## src/rtl/rob_pkg.sv

```systemverilog
// rob_pkg: entry layout, default widths and age helper shared by the reorder buffer files.
package rob_pkg;
  localparam int RA_W = 5;
  localparam int D_W = 32;
  localparam int ID_W = 3;
  localparam int N = 2 ** ID_W;
  typedef struct packed {
    logic valid;
    logic done;
    logic w;
    logic [RA_W-1:0] dest;
    logic [D_W-1:0] value;
  } entry_t;
  function automatic logic [ID_W-1:0] age(input logic [ID_W-1:0] idx, input logic [ID_W-1:0] head);
    return idx - head;
  endfunction
endpackage

```

## src/rtl/rob_lookup.sv

```systemverilog
// rob_lookup: youngest pending producer of a register, with same-cycle completion bypass.
module rob_lookup import rob_pkg::*; (
  input  entry_t           i_ent [N],
  input  logic [ID_W-1:0]  i_head,
  input  logic [RA_W-1:0]  i_addr,
  input  logic             i_alu_valid,
  input  logic [ID_W-1:0]  i_alu_id,
  input  logic [D_W-1:0]   i_alu_value,
  input  logic             i_mul_valid,
  input  logic [ID_W-1:0]  i_mul_id,
  input  logic [D_W-1:0]   i_mul_value,
  input  logic             i_mem_valid,
  input  logic [ID_W-1:0]  i_mem_id,
  input  logic [D_W-1:0]   i_mem_value,
  output logic             o_dep,
  output logic             o_res,
  output logic [D_W-1:0]   o_value
);
  logic w_found;
  logic [ID_W-1:0] w_idx;
  logic [ID_W-1:0] w_age;
  logic w_alu_hit;
  logic w_mul_hit;
  logic w_mem_hit;
  always_comb begin
    w_found = 1'b0;
    w_idx = '0;
    w_age = '0;
    for (int i = 0; i < N; i++)
      if (i_ent[i].valid && i_ent[i].w && i_ent[i].dest == i_addr && i_addr != '0 &&
          (!w_found || age(ID_W'(i), i_head) > w_age)) begin
        w_found = 1'b1;
        w_idx = ID_W'(i);
        w_age = age(ID_W'(i), i_head);
      end
  end
  assign w_alu_hit = i_alu_valid && i_alu_id == w_idx;
  assign w_mul_hit = i_mul_valid && i_mul_id == w_idx;
  assign w_mem_hit = i_mem_valid && i_mem_id == w_idx;
  assign o_dep = w_found;
  assign o_res = w_found && (w_alu_hit || w_mul_hit || w_mem_hit || i_ent[w_idx].done);
  assign o_value = !w_found ? '0 :
                   w_alu_hit ? i_alu_value :
                   w_mul_hit ? i_mul_value :
                   w_mem_hit ? i_mem_value :
                   i_ent[w_idx].done ? i_ent[w_idx].value : '0;
endmodule

```

## src/rtl/rob.sv

```systemverilog
// rob: reorder buffer; allocates in decode order, collects ALU/MUL/MEM results, retires in order.
module rob import rob_pkg::*; #(
  parameter int REG_ADDRESS_SIZE = RA_W,
  parameter int REG_SIZE = D_W,
  parameter int ID_SIZE = ID_W
) (
  input  logic                        clk,
  input  logic                        reset,
  input  logic                        alloc_valid,
  input  logic [ID_SIZE-1:0]          alloc_id,
  input  logic                        alloc_w,
  input  logic [REG_ADDRESS_SIZE-1:0] alloc_dest,
  input  logic                        alloc_done,
  input  logic                        alu_valid,
  input  logic [ID_SIZE-1:0]          alu_id,
  input  logic [REG_SIZE-1:0]         alu_value,
  input  logic                        mul_valid,
  input  logic [ID_SIZE-1:0]          mul_id,
  input  logic [REG_SIZE-1:0]         mul_value,
  input  logic                        mem_valid,
  input  logic [ID_SIZE-1:0]          mem_id,
  input  logic [REG_SIZE-1:0]         mem_value,
  input  logic [REG_ADDRESS_SIZE-1:0] dAddr1,
  input  logic [REG_ADDRESS_SIZE-1:0] dAddr2,
  output logic                        dependency1,
  output logic                        dependency2,
  output logic                        resolved1,
  output logic                        resolved2,
  output logic [REG_SIZE-1:0]         dValue1,
  output logic [REG_SIZE-1:0]         dValue2,
  output logic                        rob_stall,
  output logic                        commit_We,
  output logic [REG_ADDRESS_SIZE-1:0] commit_Wat,
  output logic [REG_SIZE-1:0]         commit_Wvalue,
  output logic [ID_SIZE-1:0]          head
);
  entry_t r_ent [N];
  logic [ID_SIZE-1:0] r_head;
  logic [ID_SIZE:0] r_count;
  logic w_fire;
  logic [ID_SIZE-1:0] w_tail;
  assign w_fire = r_ent[r_head].valid && r_ent[r_head].done;
  assign w_tail = r_head + r_count[ID_SIZE-1:0];
  always_ff @(posedge clk) begin
    if (reset) begin
      r_ent <= '{default: '0};
      r_head <= '0;
      r_count <= '0;
    end else begin
      if (alu_valid && r_ent[alu_id].valid) begin
        r_ent[alu_id].done <= 1'b1;
        r_ent[alu_id].value <= alu_value;
      end
      if (mul_valid && r_ent[mul_id].valid) begin
        r_ent[mul_id].done <= 1'b1;
        r_ent[mul_id].value <= mul_value;
      end
      if (mem_valid && r_ent[mem_id].valid) begin
        r_ent[mem_id].done <= 1'b1;
        r_ent[mem_id].value <= mem_value;
      end
      if (w_fire) r_ent[r_head].valid <= 1'b0;
      // allocation is written last so it wins over any completion to the same slot
      if (alloc_valid)
        r_ent[alloc_id] <= '{valid: 1'b1, done: alloc_done, w: alloc_w, dest: alloc_dest, value: '0};
      r_head <= r_head + ID_SIZE'(w_fire);
      r_count <= r_count + (ID_SIZE+1)'(alloc_valid) - (ID_SIZE+1)'(w_fire);
    end
  end
  always_ff @(posedge clk)
    if (!reset) begin
      if (alloc_valid) assert (alloc_id == w_tail);
      assert (!(alu_valid && mul_valid && alu_id == mul_id) &&
              !(alu_valid && mem_valid && alu_id == mem_id) &&
              !(mul_valid && mem_valid && mul_id == mem_id));
    end
  assign rob_stall = r_count == (ID_SIZE+1)'(N);
  assign commit_We = w_fire && r_ent[r_head].w && r_ent[r_head].dest != '0;
  assign commit_Wat = r_ent[r_head].dest;
  assign commit_Wvalue = r_ent[r_head].value;
  assign head = r_head;
  rob_lookup u_look1 (
    .i_ent(r_ent), .i_head(r_head), .i_addr(dAddr1),
    .i_alu_valid(alu_valid), .i_alu_id(alu_id), .i_alu_value(alu_value),
    .i_mul_valid(mul_valid), .i_mul_id(mul_id), .i_mul_value(mul_value),
    .i_mem_valid(mem_valid), .i_mem_id(mem_id), .i_mem_value(mem_value),
    .o_dep(dependency1), .o_res(resolved1), .o_value(dValue1)
  );
  rob_lookup u_look2 (
    .i_ent(r_ent), .i_head(r_head), .i_addr(dAddr2),
    .i_alu_valid(alu_valid), .i_alu_id(alu_id), .i_alu_value(alu_value),
    .i_mul_valid(mul_valid), .i_mul_id(mul_id), .i_mul_value(mul_value),
    .i_mem_valid(mem_valid), .i_mem_id(mem_id), .i_mem_value(mem_value),
    .o_dep(dependency2), .o_res(resolved2), .o_value(dValue2)
  );
endmodule

```

## config.mk

```make
export PLATFORM = sky130hd
export DESIGN_NAME = rob
export DESIGN_NICKNAME = d
export VERILOG_FILES = /design/src/rtl/rob_pkg.sv /design/src/rtl/rob_lookup.sv /design/src/rtl/rob.sv
export SDC_FILE = /design/constraint.sdc
export NUM_CORES = 2
export LEC_CHECK = 0
export BUFFER_PORTS_ARGS = -buffer_cell sky130_fd_sc_hd__buf_4
export CAP_MARGIN = 5
export CELL_PAD_IN_SITES_DETAIL_PLACEMENT = 0
export CELL_PAD_IN_SITES_GLOBAL_PLACEMENT = 1
export CORE_MARGIN = 5
export CORE_UTILIZATION = 45
export CTS_CLUSTER_DIAMETER = 100
export CTS_CLUSTER_SIZE = 8
export DETAILED_ROUTE_END_ITERATION = 7
export HOLD_SLACK_MARGIN = 0.1
export PLACE_DENSITY = 0.78
export REMOVE_ABC_BUFFERS = 1
export SETUP_SLACK_MARGIN = 0.15
export SYNTH_ARGS = -nofsm -noshare
export SYNTH_HDL_FRONTEND = slang
export SYNTH_SLANG_ARGS = --single-unit
```

## constraint.sdc

```tcl
create_clock -name clk -period 44.8 [get_ports clk]
set_input_delay 4.48 -clock clk [delete_from_list [all_inputs] [get_ports clk]]
set_output_delay 4.48 -clock clk [all_outputs]
set_load 0.005 [all_outputs]
```

==> run metrics <==
outcome finished, final reports clean; Worst setup EP type primary output; total number of vias about 31000; CTS sink cnt approximately 330; layout cells sized above 1 0.1737; CORE AREA 66920 um^2; drt initial violations around 3900; Die Area between 70000 and 80000 um^2; Synth Instances between 3000 and 4000; Post-CTS Repair Setup Buffers 0; slowest cell on the critical path o21ai_4; fin crit period 23850 ps; CP arrival between 15000 and 20000 ps; Leakage 12.80 nW; first-pass GRT wire length approximately 190000 um; Core Rows 95; largest net degree at the start of global routing between 100 and 150; Worst Setup SP dAddr2[1]; Crit Path Category input port to primary output; maximum vdd ir drop between 20 and 30 uV; delay-heaviest family, CP compound AO/OA/AOI/OAI gates; register bit total from synthesis 327; grt ovf 0; post-synthesis sequential area ratio 0.2164; main flop type after synthesis dfxtp_1; CP Buf/Inv Count 5; Fillers 6509; Data required, critical path just over 40000 ps; minimum hold slack around 470 ps; Final nets 3985; fmax ~42 MHz; post-layout util 0.4968; CTS Buffer Depth 3; Slowest Stage Delay on Critical Path roughly 890 ps; asr flop ratio synth 0; Synth Warn # 0; Max Cap Viol 0; Initial Util 0.4521; Yosys cell types 96; Clock Skews about 35 ps; total track usage 0.3404; dpl hpwl ~76000 um; clock root buffer master clkbuf_16; clk slew on worst S/H paths roughly 50 ps; area grow syn2layout 9.871%; Initial DRT Pass Iterations 5; WL/cell between 20 and 30 um; crit path launch type input port; drt total wl roughly 130000 um; H-tree depth 2; Final Power 0.7154 mW; Hold Path Class flip-flop to flip-flop; Slew Limit Fails 0; FF-to-FF Start head[1]; CTS tree built; EDFF count, synth 0; Mean Syn Cell Area 7.780 um^2; vias in the first global route roughly 29000; number of I/O pins between 200 and 250; pwr dens ~22 nW/um^2; Num CTS Buffers between 40 and 50; post-cts resize count 0; vias per cell 6.643; DR DRC count 0; Worst-Margin Slew approximately 1400 ps; Die H between 200 and 300 um; Max Fanout on Critical Path 126; RSZ-0062 raised after global routing false; routability cong. around 0.93; die width 269.3 um; fin crit share 0.5324; Final setup viols 0; clk_lat worst skew slightly above 600 ps; hold buffers post-CTS 0; worst hold start r_ent[237]; antenna-violating nets left 0; Syn Std Cell Area 30260 um^2; PortBufs 240; Final Hold Fails 0; setup TNS 0 ps; max_slew headroom 0.08180; antenna violations before repair 4
## tightest hold or removal path, delay by kind of cell (launching register included)
family / cells / cell delay (ps)
and+or+nand+nor: 1 / 60
AOI/OAI and AO/OA: 1 / 50
DFF: 1 / 320
## cells in the final DEF (no fill, tap or decap), drive strengths merged, types with 10 or more instances in the layout
cell type	n
nor2	638
mux2i	485
nand2	377
a21oi	367
dfxtp	327
buf	306
a211oi	274
o21ai	105
mux2	84
mux4	82
inv	69
xnor2	58
ha	51
clkbuf	49
a32oi	37
a31oi	37
a2111oi	34
o22ai	33
o211a	33
nand3	32
a221oi	32
a21o	31
nor2b	27
nor3	27
nor4	26
xor2	24
nand4	20
or4	17
nand2b	14
and2	12
o21a	10
## routing by layer
metal / part of all wire / global-route usage
met1: 0.41 / 0.4697
met2: 0.42 / 0.5166
met3: 0.12 / 0.08375
met4: 0.043 / 0.1284
met5: 0.00020 / 0
## Yosys cell counts, types with 67 or more instances
| cell type | count | area [um^2] |
|---|---|---|
| nand2_1 | 376 | 1411 |
| nor2_1 | 636 | 2387 |
| mux4_2 | 82 | 1847 |
| a21oi_1 | 365 | 1827 |
| clkbuf_1 | 283 | 1062 |
| inv_1 | 67 | 251.5 |
| a211oi_1 | 272 | 2042 |
| mux2_2 | 84 | 945.9 |
| mux2i_1 | 485 | 4855 |
| dfxtp_1 | 327 | 6546 |
| buf_1 | 82 | 307.8 |
| o21ai_0 | 95 | 475.5 |
## layout make-up
cell class	count	area [um^2]	area share
multi-input combinational	3054	21800	0.6559
sequential	327	6558	0.1973
timing repair buffer	306	2322	0.06985
clock buffer	49	1184	0.03560
tap	873	1092	0.03286
inverter	67	251.5	0.007565
clock inverter	2	28.78	0.0008656
antenna	2	5.005	0.0001505
## cells by family after synthesis
family / count (synthesis) / synth area share
multiplexers: 651 / 0.2527
flip-flops: 327 / 0.2164
XOR/XNOR: 82 / 0.02374
AO/OA/AOI/OAI: 1046 / 0.2417
adder cells (fa/ha/maj): 52 / 0.02175
AND/OR/NAND/NOR: 1223 / 0.1724
buffers and inverters: 508 / 0.07133
## worst paths after layout
check / to / slack (ps) / depth (start not counted)
setup / recovery: dValue2[2] / 20950 / 60
hold / removal: r_ent[237] / 470 / 2
setup reg to reg: r_count[2] / 41020 / 10
hold reg to reg: r_ent[237] / 470 / 2
## sequential cells by signal, summed over array words and instances (netlist names)
register	count
r_ent	320
r_count	4
head	3
## report_power, final
group	internal [mW]	leakage [nW]	total [mW]	switching (mW)
Combinational	0.0300	9.57	0.0902	0.0601
Sequential	0.295	2.64	0.301	0.00573
Clock	0.185	0.596	0.324	0.139
## through the flow
stage / instances / area (um^2) / setup slack (ps)
finish: 4680 / 33240 / 20950
detailed placement: 4627 / 32030 / 21170
global route: 4679 / 33240 / 19730
global placement: 4627 / 32030 / 21310
CTS: 4678 / 33240 / 21120
floorplan: 3448 / 28350 / 17820
No activity file was read; power rests on OpenSTA's default activity.
